$ cat src/rtl/conv_logic_unit_if.sv
// Handshake bus of conv_logic_unit: operand beat channel in, result channel out.
// The slave modport is the unit's view; the master modport is the
// upstream/downstream environment's view.
interface conv_logic_unit_if #(
  parameter int DATA_WIDTH = 8,
  parameter int LANES      = 4,
  parameter int CNT_WIDTH  = 8
);
  logic                        in_valid;
  logic                        in_ready;
  logic [LANES*DATA_WIDTH-1:0] in_a;
  logic [LANES*DATA_WIDTH-1:0] in_b;
  logic [2:0]                  in_op;
  logic [1:0]                  in_red;
  logic                        in_last;
  logic                        out_valid;
  logic                        out_ready;
  logic [LANES*DATA_WIDTH-1:0] out_data;
  logic                        out_last;
  logic [CNT_WIDTH-1:0]        out_beats;

  modport slave (
    input  in_valid, in_a, in_b, in_op, in_red, in_last, out_ready,
    output in_ready, out_valid, out_data, out_last, out_beats
  );

  modport master (
    output in_valid, in_a, in_b, in_op, in_red, in_last, out_ready,
    input  in_ready, out_valid, out_data, out_last, out_beats
  );
endinterface

$ cat src/rtl/conv_logic_unit.sv
// Multi-lane bitwise logic unit: one of eight bitwise ops per operand pair,
// emitted per beat or AND/OR/XOR-reduced across a burst, with one registered
// output stage behind a valid/ready handshake.
module conv_logic_unit #(
  parameter int DATA_WIDTH = 8,
  parameter int LANES      = 4,
  parameter int CNT_WIDTH  = 8
) (
  input  logic                 clk,
  input  logic                 rst_n,
  conv_logic_unit_if.slave     bus
);
  localparam int W = LANES * DATA_WIDTH;

  typedef enum logic [0:0] {
    ST_IDLE  = 1'b0,
    ST_BURST = 1'b1
  } state_e;

  // Bitwise ops act bit-by-bit, so lanes are independent with no cross-lane carry.
  function automatic logic [W-1:0] logic_op(input logic [2:0] op,
                                            input logic [W-1:0] a,
                                            input logic [W-1:0] b);
    logic [W-1:0] r;
    case (op)
      3'b000:  r = a & b;
      3'b001:  r = a | b;
      3'b010:  r = a ^ b;
      3'b011:  r = ~(a & b);
      3'b100:  r = ~(a | b);
      3'b101:  r = ~(a ^ b);
      3'b110:  r = a & ~b;
      3'b111:  r = a;
      default: r = a;
    endcase
    return r;
  endfunction

  // Combine the running accumulator with the current beat result.
  function automatic logic [W-1:0] reduce_op(input logic [1:0] red,
                                             input logic [W-1:0] acc,
                                             input logic [W-1:0] r);
    logic [W-1:0] y;
    case (red)
      2'b01:   y = acc & r;
      2'b10:   y = acc | r;
      2'b11:   y = acc ^ r;
      default: y = r;
    endcase
    return y;
  endfunction

  state_e               state_q;
  logic [2:0]           cfg_op_q;
  logic [1:0]           cfg_red_q;
  logic [W-1:0]         acc_q;
  logic [CNT_WIDTH-1:0] cnt_q;
  logic                 out_valid_q;
  logic [W-1:0]         out_data_q;
  logic                 out_last_q;
  logic [CNT_WIDTH-1:0] out_beats_q;

  logic                 accept_s;
  logic                 first_s;
  logic [2:0]           op_s;
  logic [1:0]           red_s;
  logic [W-1:0]         beat_r_s;
  logic [W-1:0]         acc_d;
  logic [CNT_WIDTH-1:0] cnt_d;
  logic                 produce_s;
  logic [W-1:0]         result_s;

  // Ready depends only on the output stage, never on in_valid.
  assign bus.in_ready  = !out_valid_q || bus.out_ready;
  assign bus.out_valid = out_valid_q;
  assign bus.out_data  = out_data_q;
  assign bus.out_last  = out_last_q;
  assign bus.out_beats = out_beats_q;

  // Beat datapath: effective config, beat result, next accumulator and count.
  always_comb begin
    accept_s = bus.in_valid && bus.in_ready;
    first_s  = (state_q == ST_IDLE);
    if (first_s) begin
      op_s  = bus.in_op;
      red_s = bus.in_red;
    end else begin
      op_s  = cfg_op_q;
      red_s = cfg_red_q;
    end
    beat_r_s = logic_op(op_s, bus.in_a, bus.in_b);
    if (first_s) begin
      acc_d = beat_r_s;
      cnt_d = CNT_WIDTH'(1);
    end else begin
      acc_d = reduce_op(red_s, acc_q, beat_r_s);
      if (cnt_q == {CNT_WIDTH{1'b1}}) begin
        cnt_d = cnt_q;
      end else begin
        cnt_d = cnt_q + CNT_WIDTH'(1);
      end
    end
    if (red_s == 2'b00) begin
      result_s = beat_r_s;
    end else begin
      result_s = acc_d;
    end
    produce_s = accept_s && ((red_s == 2'b00) || bus.in_last);
  end

  // Burst FSM, accumulator, beat counter and registered output stage.
  always_ff @(posedge clk) begin
    if (!rst_n) begin
      state_q     <= ST_IDLE;
      cfg_op_q    <= 3'b000;
      cfg_red_q   <= 2'b00;
      acc_q       <= '0;
      cnt_q       <= '0;
      out_valid_q <= 1'b0;
      out_data_q  <= '0;
      out_last_q  <= 1'b0;
      out_beats_q <= '0;
    end else begin
      if (accept_s) begin
        case (state_q)
          ST_IDLE: begin
            if (bus.in_last) begin
              acc_q <= '0;
              cnt_q <= '0;
            end else begin
              cfg_op_q  <= bus.in_op;
              cfg_red_q <= bus.in_red;
              acc_q     <= acc_d;
              cnt_q     <= cnt_d;
              state_q   <= ST_BURST;
            end
          end
          ST_BURST: begin
            if (bus.in_last) begin
              acc_q   <= '0;
              cnt_q   <= '0;
              state_q <= ST_IDLE;
            end else begin
              acc_q <= acc_d;
              cnt_q <= cnt_d;
            end
          end
          default: begin
            acc_q   <= '0;
            cnt_q   <= '0;
            state_q <= ST_IDLE;
          end
        endcase
      end

      if (produce_s) begin
        out_valid_q <= 1'b1;
        out_data_q  <= result_s;
        out_last_q  <= bus.in_last;
        out_beats_q <= cnt_d;
      end else if (out_valid_q && bus.out_ready) begin
        out_valid_q <= 1'b0;
      end
    end
  end
endmodule

$ cat src/flat_wrapper.sv
// flat-port wrapper written by rule: the top's interface ports become plain ports
module conv_logic_unit_flat 
#(
  parameter int DATA_WIDTH = 8,
  parameter int LANES      = 4,
  parameter int CNT_WIDTH  = 8
)
  (clk, rst_n, bus_in_valid, bus_in_a, bus_in_b, bus_in_op, bus_in_red, bus_in_last, bus_out_ready, bus_in_ready, bus_out_valid, bus_out_data, bus_out_last, bus_out_beats);
  conv_logic_unit_if #(.DATA_WIDTH(DATA_WIDTH), .LANES(LANES), .CNT_WIDTH(CNT_WIDTH)) bus_i ();
  input  logic clk;
  input  logic rst_n;
  input wire logic [$bits(bus_i.in_valid)-1:0] bus_in_valid;
  input wire logic [$bits(bus_i.in_a)-1:0] bus_in_a;
  input wire logic [$bits(bus_i.in_b)-1:0] bus_in_b;
  input wire logic [$bits(bus_i.in_op)-1:0] bus_in_op;
  input wire logic [$bits(bus_i.in_red)-1:0] bus_in_red;
  input wire logic [$bits(bus_i.in_last)-1:0] bus_in_last;
  input wire logic [$bits(bus_i.out_ready)-1:0] bus_out_ready;
  output wire logic [$bits(bus_i.in_ready)-1:0] bus_in_ready;
  output wire logic [$bits(bus_i.out_valid)-1:0] bus_out_valid;
  output wire logic [$bits(bus_i.out_data)-1:0] bus_out_data;
  output wire logic [$bits(bus_i.out_last)-1:0] bus_out_last;
  output wire logic [$bits(bus_i.out_beats)-1:0] bus_out_beats;
  assign bus_i.in_valid = bus_in_valid;
  assign bus_i.in_a = bus_in_a;
  assign bus_i.in_b = bus_in_b;
  assign bus_i.in_op = bus_in_op;
  assign bus_i.in_red = bus_in_red;
  assign bus_i.in_last = bus_in_last;
  assign bus_i.out_ready = bus_out_ready;
  assign bus_in_ready = bus_i.in_ready;
  assign bus_out_valid = bus_i.out_valid;
  assign bus_out_data = bus_i.out_data;
  assign bus_out_last = bus_i.out_last;
  assign bus_out_beats = bus_i.out_beats;
  conv_logic_unit #(.DATA_WIDTH(DATA_WIDTH), .LANES(LANES), .CNT_WIDTH(CNT_WIDTH)) u_core (.clk(clk), .rst_n(rst_n), .bus(bus_i));
endmodule
$ cat config.mk
export PLATFORM = sky130hd
export DESIGN_NAME = conv_logic_unit_flat
export DESIGN_NICKNAME = d
export VERILOG_FILES = /design/src/rtl/conv_logic_unit_if.sv /design/src/rtl/conv_logic_unit.sv /design/src/flat_wrapper.sv
export SDC_FILE = /design/constraint.sdc
export NUM_CORES = 1
export LEC_CHECK = 0
export BUFFER_PORTS_ARGS = -buffer_cell sky130_fd_sc_hd__buf_2
export CELL_PAD_IN_SITES_DETAIL_PLACEMENT = 0
export CELL_PAD_IN_SITES_GLOBAL_PLACEMENT = 2
export CORE_MARGIN = 2
export CORE_UTILIZATION = 30
export CTS_BUF_LIST = sky130_fd_sc_hd__clkbuf_4
export CTS_CLUSTER_DIAMETER = 120
export DETAILED_ROUTE_END_ITERATION = 7
export MAX_ROUTING_LAYER = met4
export PLACE_DENSITY_LB_ADDON = 0.1
export SLEW_MARGIN = 20
export SYNTH_ARGS = -nofsm -noshare
export SYNTH_HDL_FRONTEND = slang
export SYNTH_SLANG_ARGS = --single-unit
$ cat constraint.sdc
create_clock -name clk -period 2.72 [get_ports clk]
set_input_delay 0.544 -clock clk [delete_from_list [all_inputs] [get_ports clk]]
set_output_delay 0.544 -clock clk [all_outputs]
set_load 0.02 [all_outputs]
### After elaboration in Yosys (flattened, before gate mapping)

Cells that the tools add are included.

* flip-flop bits (word level): 88
* latch bits: 0
* memory bits (writable): 0
* memory bits (read-only): 0
* input port bits: 74
* output and inout port bits: 43
* logic and storage cells: 57
* memories: 0

* $add $sub $neg: 1
* multipliers: 0
* divide/modulo/power cells: 0
* $lt $le $gt $ge: 0
* equality and inequality tests: 11
* shift-type cells: 0
* mux-type cells: 13
* bitwise operators: 13
* reduce and logical (&&, ||, !) cells: 10

Operators by type and width (count)
* case mux 32 bit (8 select lines): 1
* NOT 32 bit: 4
* AND 32 bit: 3
* two-way mux 32 bit: 3
* case mux 32 bit (3 select lines): 1
* OR 32 bit: 2
* XOR 32 bit: 2
* two-way mux 8 bit: 3
* == test 3 bit (second input constant): 4
* adder 8 x 1 -> 8 bit (second input constant): 1
* == test 8 bit (second input constant): 1
* == test 3 x 2 -> 1 bit (second input constant): 2
* == test 2 bit (second input constant): 2
* == test 3 x 1 -> 1 bit (second input constant): 1
* logical AND 1 bit: 3
* zero test 3 bit: 1
* two-way mux 1 bit: 3
* two-way mux 3 bit: 1
* AND reduction 3 bit: 1
* == test 2 x 1 -> 1 bit (second input constant): 1
* zero test 2 bit: 1
* logical OR 1 bit: 2
* two-way mux 2 bit: 1
* NOT 1 bit: 2
* other kinds (2): 2

### Logic depth before layout (Yosys ltp)

* word-level depth: 7
* mapped depth: 15
* mapped depth without buffers: 14

### Worst setup path after synthesis

Ideal clock, no wire load.

* path kind: input port to flip-flop
* from: input port bus_in_op[0]
* to: register u_core.out_data_q[11] (netlist: u_core.bus.out_data[11])
* setup time: 0.087 ns
* arrival time: 2.674 ns
* required time: 2.633 ns
* setup slack: -0.041 ns
* cell stages on the path: 15
* buffers on the path: 3
* path through: buf_2 > mux2_2 > buf_2 > buf_1 > a21oi_1 > a21oi_1 > o221ai_1 > o21ai_1 > ha_1 > nand2_1 > o211ai_1 > o21ai_0 > nand2_1 > o21ai_0 > o31ai_1

* cells in the longest elaborated chain, start to end: 7
* elaborated cells between the ends (all ways): 16
* those cells by class: eq/ne: 7; mux: 5; bitwise: 3; reduce/logical: 1

Ends and longest elaborated chain
* start: declaration: line flat_wrapper.sv:15 `input wire logic [$bits(bus_i.in_op)-1:0] bus_in_op;`
* two-way mux 3 bit (*): line conv_logic_unit.sv:84 `if (first_s) begin`
* == test 3 bit (tied with other cells): line conv_logic_unit.sv:25 `case (op)`
* case mux 32 bit (8 select lines) (*): line conv_logic_unit.sv:25
* XOR 32 bit (tied with other cells): line conv_logic_unit.sv:47 `2'b11: y = acc ^ r;`
* case mux 32 bit (3 select lines): line conv_logic_unit.sv:44 `case (red)`
* two-way mux 32 bit: line conv_logic_unit.sv:92 `if (first_s) begin`
* two-way mux 32 bit (*): line conv_logic_unit.sv:103 `if (red_s == 2'b00) begin`
* end signal: assignment: line conv_logic_unit.sv:158 `out_data_q <= result_s;`
* end: declaration: line conv_logic_unit.sv:59 `logic [W-1:0] out_data_q;`

Every way passes the cells marked *; elsewhere a longest branch is shown, timed or not.
A chain may end at the register's enable or synchronous reset.

### Worst setup path after layout

* from: register u_core.state_q
* to: register u_core.out_data_q[27] (netlist: u_core.bus.out_data[27])

* cells in the longest elaborated chain, start to end: 7
* elaborated cells between the ends (all ways): 23
* those cells by class: eq/ne: 10; mux: 6; bitwise: 3; reduce/logical: 4

Ends and longest elaborated chain
* start: declaration: line conv_logic_unit.sv:53 `state_e state_q;`
* start signal: assignment: line conv_logic_unit.sv:114 `state_q <= ST_IDLE;`
* start signal: assignment: line conv_logic_unit.sv:135 `state_q <= ST_BURST;`
* start signal: assignment: line conv_logic_unit.sv:142 `state_q <= ST_IDLE;`
* two-way mux 3 bit: line conv_logic_unit.sv:84
* == test 3 bit (tied with other cells): line conv_logic_unit.sv:25
* case mux 32 bit (8 select lines): line conv_logic_unit.sv:25
* XOR 32 bit (tied with other cells): line conv_logic_unit.sv:47
* case mux 32 bit (3 select lines): line conv_logic_unit.sv:44
* two-way mux 32 bit: line conv_logic_unit.sv:92
* two-way mux 32 bit: line conv_logic_unit.sv:103

Several ways; a longest one is shown, not always the timed one.

==> metrics.log <==
[metrics] reg-to-reg critical path startpoint: u_core.state_q$_SDFFE_PN0P_
[metrics] half-perimeter wire length of the detailed placement result: 21100 um
[metrics] total CTS buffers: 9
[metrics] source-to-sink clock delay at the later pin of the worst-skew pair: 0.51 ns
[metrics] Fillers: 3139
[metrics] start point of the worst hold path: bus_in_red[1]
[metrics] reg-to-reg setup timing slack: -0.11 ns
[metrics] post-synth design cell area: 9100 um^2
[metrics] die outline height: 178 um
[metrics] top area cells in the synthesized netlist: sky130_fd_sc_hd__ha_1 22%, sky130_fd_sc_hd__dfxtp_1 19%, sky130_fd_sc_hd__nand2_1 6.9%
[metrics] worst setup slack after layout: -0.106 ns
[metrics] Detail Route Antenna Nets: 0
[metrics] signal arrival time at the worst endpoint: 3.21 ns
[metrics] max-slew headroom at the worst pin: 28.0%
[metrics] overall global routing resource usage: 19.4%
[metrics] capturing element type of the critical path: register
[metrics] crit start category: register
[metrics] initial antenna violation count: 2
[metrics] overflow left after global routing: 0
[metrics] routed via count: 8843
[metrics] Clk network pwr share: 18.9%
[metrics] DRC violations left: 0
[metrics] DIE AREA: 31800 um^2
[metrics] Pint: 2.81 mW
[metrics] maximum capacitance violations: 0
[metrics] Syn Inst Count: 1180
[metrics] sink of the worst hold path: u_core.cfg_red_q[1]$_SDFFE_PN0P_
[metrics] clk root buf: sky130_fd_sc_hd__clkbuf_4
[metrics] CTS H-tree lvls: 3
[metrics] share of the core filled with cells: 42.1%
[metrics] Slew Limit Fails: 0
[metrics] power density over the cells: 362 nW/um^2
[metrics] ys async rst share: 0%
[metrics] layout-stage area growth over the synthesis result: 37.8%
[metrics] combinational share of power: 49.3%
[metrics] core area: 29800 um^2
[metrics] pin count of the biggest net entering global routing: 52
[metrics] switch share: 38.1%
[metrics] Initial DRC Count: 428
[metrics] number of top-level pins: 117
[metrics] global routing met2 resource utilization: 29.2%
[metrics] count of buffers inserted at the top-level ports: 116
[metrics] clock tree from TritonCTS: built
[metrics] number of flops mapped to enable cells by yosys: 0
[metrics] worst r2r dst: u_core.bus.out_data[27]$_SDFFE_PN0P_
[metrics] number of clock sinks: 88
[metrics] number of placement rows: 63
[metrics] CTS max path bufs: 2
[metrics] leading area contributor after synthesis: sky130_fd_sc_hd__ha_1
[metrics] crit-path most repeated cell: sky130_fd_sc_hd__buf_12
[metrics] post-route clock skew: 0.0289 ns
[metrics] result of the run: finished with violations
[metrics] cell area after layout: 12500 um^2
[metrics] setup violation total in the final timing report: 47
[metrics] violated checks: negative setup slack
[metrics] Synth Net Count: 1414
[metrics] via count normalized by instance count: 4.85
[metrics] count of warnings emitted by yosys: 0
[metrics] fraction of final layout cells sized beyond drive strength 1: 31.8%
[metrics] Crit path largest cell delay: 0.43 ns
[metrics] CTS clock-pin slew for the worst setup and hold paths: 0.16 ns
[metrics] hold-critical path depth: 3
[metrics] Total Power Consumption: 4.54 mW
[metrics] global-route wire length before repair: 46400 um
[metrics] WL/cell: 16.4 um
[metrics] Max IR drop VDD: 161 uV
[metrics] crit share post-route: 104%
[metrics] Critical-path top delay cell: sky130_fd_sc_hd__dfxtp_4
[metrics] cells traversed along the worst timing path: buf_12 > mux2i_4 > buf_12 > clkbuf_16 > nand3_4 > o22a_1 > a31oi_4 > inv_2 > ha_1 > nor2b_1 > o21ai_0 > o21ai_1 > nand2_1 > o211ai_1 > a21boi_1
[metrics] dpl ws: -0.320 ns
[metrics] count of unique library cells instantiated by Yosys: 67
[metrics] leakage dissipation: 5.67 nW
[metrics] die outline width: 178 um
[metrics] effective utilization at floorplan: 30.5%
[metrics] sequential cell area fraction in the yosys report: 19.4%
[metrics] classification of the worst setup path: reg2reg
[metrics] most congested layer reported by global routing: met2
[metrics] data required time at the worst endpoint: 3.10 ns
[metrics] fin nets: 1662
[metrics] number of iterations in the first detailed-routing pass: 5
[metrics] crit path time final: 2.83 ns
[metrics] largest fanout on the critical path: 4
[metrics] final routed wirelength across all metal layers: 29900 um
[metrics] area after detailed placement: 11100 um^2
[metrics] net switching power: 1.73 mW
[metrics] met1 demand-to-capacity share in global routing: 28.1%
[metrics] Routability Congestion: 0.758
[metrics] setup repair after global routing missed its margin: true
[metrics] peak clock frequency supported by timing: 0.354 GHz
[metrics] flip-flop and latch count after synthesis: 88
[metrics] Flop pwr share: 31.7%
[metrics] share of the synthesized area in the top cell type: 22.0%
[metrics] GR met3 Demand/Resource: 1.85%
[metrics] actual slew at the worst max-slew pin: 1.07 ns
[metrics] mean cell area of the mapped netlist: 7.71 um^2
[metrics] hold violation count in the final report: 0
[metrics] Worst Hold Class: in2reg
[metrics] most instantiated flip-flop cell in the synthesis netlist: sky130_fd_sc_hd__dfxtp_1
[metrics] via count of the first global-routing pass: 8351
[metrics] Worst R2R Path Depth: 15
-- layout by cell type, fill, tap and decap left out, types with 8 or more instances in the layout --
master / instances
sky130_fd_sc_hd__a21boi_0: 8
sky130_fd_sc_hd__a21boi_1: 26
sky130_fd_sc_hd__a21oi_1: 17
sky130_fd_sc_hd__a2bb2oi_2: 12
sky130_fd_sc_hd__a41oi_4: 9
sky130_fd_sc_hd__buf_12: 19
sky130_fd_sc_hd__buf_2: 116
sky130_fd_sc_hd__buf_4: 154
sky130_fd_sc_hd__buf_6: 18
sky130_fd_sc_hd__clkbuf_4: 9
sky130_fd_sc_hd__dfxtp_1: 86
sky130_fd_sc_hd__ha_1: 160
sky130_fd_sc_hd__inv_1: 132
sky130_fd_sc_hd__inv_2: 9
sky130_fd_sc_hd__mux2i_1: 13
sky130_fd_sc_hd__nand2_1: 154
sky130_fd_sc_hd__nand2_2: 12
sky130_fd_sc_hd__nand3_1: 15
sky130_fd_sc_hd__nor2_1: 56
sky130_fd_sc_hd__nor2b_1: 57
sky130_fd_sc_hd__o211ai_1: 50
sky130_fd_sc_hd__o21ai_0: 24
sky130_fd_sc_hd__o21ai_1: 87
sky130_fd_sc_hd__o21ai_2: 18
sky130_fd_sc_hd__o22a_1: 21
sky130_fd_sc_hd__o31ai_1: 12
-- power groups by stage --
stage / Sequential [mW] / Combinational [mW] / Clock (mW)
2_1_floorplan: 1.50 / 1.03 / 0
3_3_place_gp: 1.47 / 1.83 / 0
3_5_place_dp: 1.47 / 1.84 / 0
4_1_cts: 1.44 / 2.04 / 0.893
5_1_grt: 1.45 / 2.47 / 0.937
6_report: 1.44 / 2.24 / 0.859
-- final cells by class --
class / instances / area, um^2 / share of cell area [%]
Clock buffer: 9 / 67.6 / 0.539
Tap cell: 390 / 488 / 3.89
Multi-Input combinational cell: 874 / 7150 / 57.0
Clock inverter: 5 / 73.8 / 0.588
Timing Repair Buffer: 314 / 2460 / 19.6
Antenna cell: 3 / 7.51 / 0.0598
Inverter: 141 / 529 / 4.22
Sequential cell: 88 / 1770 / 14.1
-- synthesized netlist by cell type, types with 9 or more instances --
| master | n |
|---|---|
| sky130_fd_sc_hd__nand2_1 | 167 |
| sky130_fd_sc_hd__ha_1 | 160 |
| sky130_fd_sc_hd__inv_1 | 135 |
| sky130_fd_sc_hd__dfxtp_1 | 88 |
| sky130_fd_sc_hd__o21ai_0 | 70 |
| sky130_fd_sc_hd__nor2_1 | 59 |
| sky130_fd_sc_hd__o21ai_1 | 59 |
| sky130_fd_sc_hd__nor2b_1 | 57 |
| sky130_fd_sc_hd__o211ai_1 | 50 |
| sky130_fd_sc_hd__clkbuf_1 | 49 |
| sky130_fd_sc_hd__a21boi_1 | 26 |
| sky130_fd_sc_hd__o22a_1 | 21 |
| sky130_fd_sc_hd__a2bb2oi_1 | 20 |
| sky130_fd_sc_hd__a21oi_1 | 19 |
| sky130_fd_sc_hd__buf_2 | 18 |
| sky130_fd_sc_hd__a41oi_2 | 16 |
| sky130_fd_sc_hd__mux2i_1 | 16 |
| sky130_fd_sc_hd__nand3_1 | 16 |
| sky130_fd_sc_hd__o31ai_1 | 14 |
| sky130_fd_sc_hd__o221ai_1 | 9 |
-- registers in the layout, summed over array words and instances, names as in the netlist --
| signal | flops |
|---|---|
| u_core.acc_q | 32 |
| u_core.state_q | 1 |
| u_core.cnt_q | 8 |
| u_core.bus.out_valid | 1 |
| u_core.cfg_op_q | 3 |
| u_core.cfg_red_q | 2 |
| u_core.bus.out_beats | 8 |
| u_core.bus.out_data | 32 |
| u_core.bus.out_last | 1 |
-- worst max-delay path, delay by kind of cell (launching register included) --
kind / cells / cell delay (ns)
buffers and inverters: 4 / 0.47
AOI/OAI and AO/OA: 6 / 0.95
DFF: 1 / 0.43
muxes: 1 / 0.29
and+or+nand+nor: 3 / 0.29
adders and majority gates: 1 / 0.26
-- what timing repair did --
action / 4_1_cts / 5_1_grt
resized for setup: 67 / 126
hold buffers: 0 / 0
gates cloned: 3 / 3
buffers inserted: 23 / 29
pin swaps: 28 / 80
endpoints found under the setup margin: 62 / 64
-- metal layers --
layer / up-vias / share of wire, % / wire [um]
li1: 4586 / - / -
met1: 4128 / 53 / 15800
met2: 114 / 44 / 13000
met3: 15 / 2.3 / 695
met4: 0 / 1.0 / 299
met5: - / 0 / 0
-- worst max path at each step --
stage | from | endpoint | slack (ns) | depth (start not counted)
after floorplan | bus_in_op[1] | u_core.bus.out_data[10]$_SDFFE_PN0P_ | -0.003 | 14
after global placement | bus_in_op[1] | u_core.bus.out_data[26]$_SDFFE_PN0P_ | -0.28 | 15
after detailed placement | bus_in_op[1] | u_core.bus.out_data[27]$_SDFFE_PN0P_ | -0.32 | 15
after CTS | u_core.state_q$_SDFFE_PN0P_ | u_core.bus.out_data[9]$_SDFFE_PN0P_ | -0.08 | 15
after global routing | u_core.state_q$_SDFFE_PN0P_ | u_core.bus.out_data[20]$_SDFFE_PN0P_ | -0.29 | 17
final | u_core.state_q$_SDFFE_PN0P_ | u_core.bus.out_data[27]$_SDFFE_PN0P_ | -0.11 | 15
-- kinds of logic (layout without fill, tap and decap cells) --
logic type,Yosys count,in the layout,share of synthesized area [%]
and+or+nand+nor,325,326,16.2
other,0,3,0
buffers and inverters,219,469,9.44
muxes,28,28,4.26
DFF,88,88,19.4
AOI/OAI and AO/OA,356,356,28.4
adders and majority gates,160,160,22.0
xor gates and xnor gates,4,4,0.385
-- through the flow --
step | hold WS, ns | cells | TNS (ns)
floorplan | 0.444 | 1180 | -0.00739
global placement | 0.438 | 1753 | -11.81
detailed placement | 0.443 | 1753 | -13.23
CTS | 0.311 | 1792 | -1.39
global route | 0.329 | 1823 | -12.93
finish | 0.346 | 1824 | -1.83
Power figures use the tool's default switching activity.
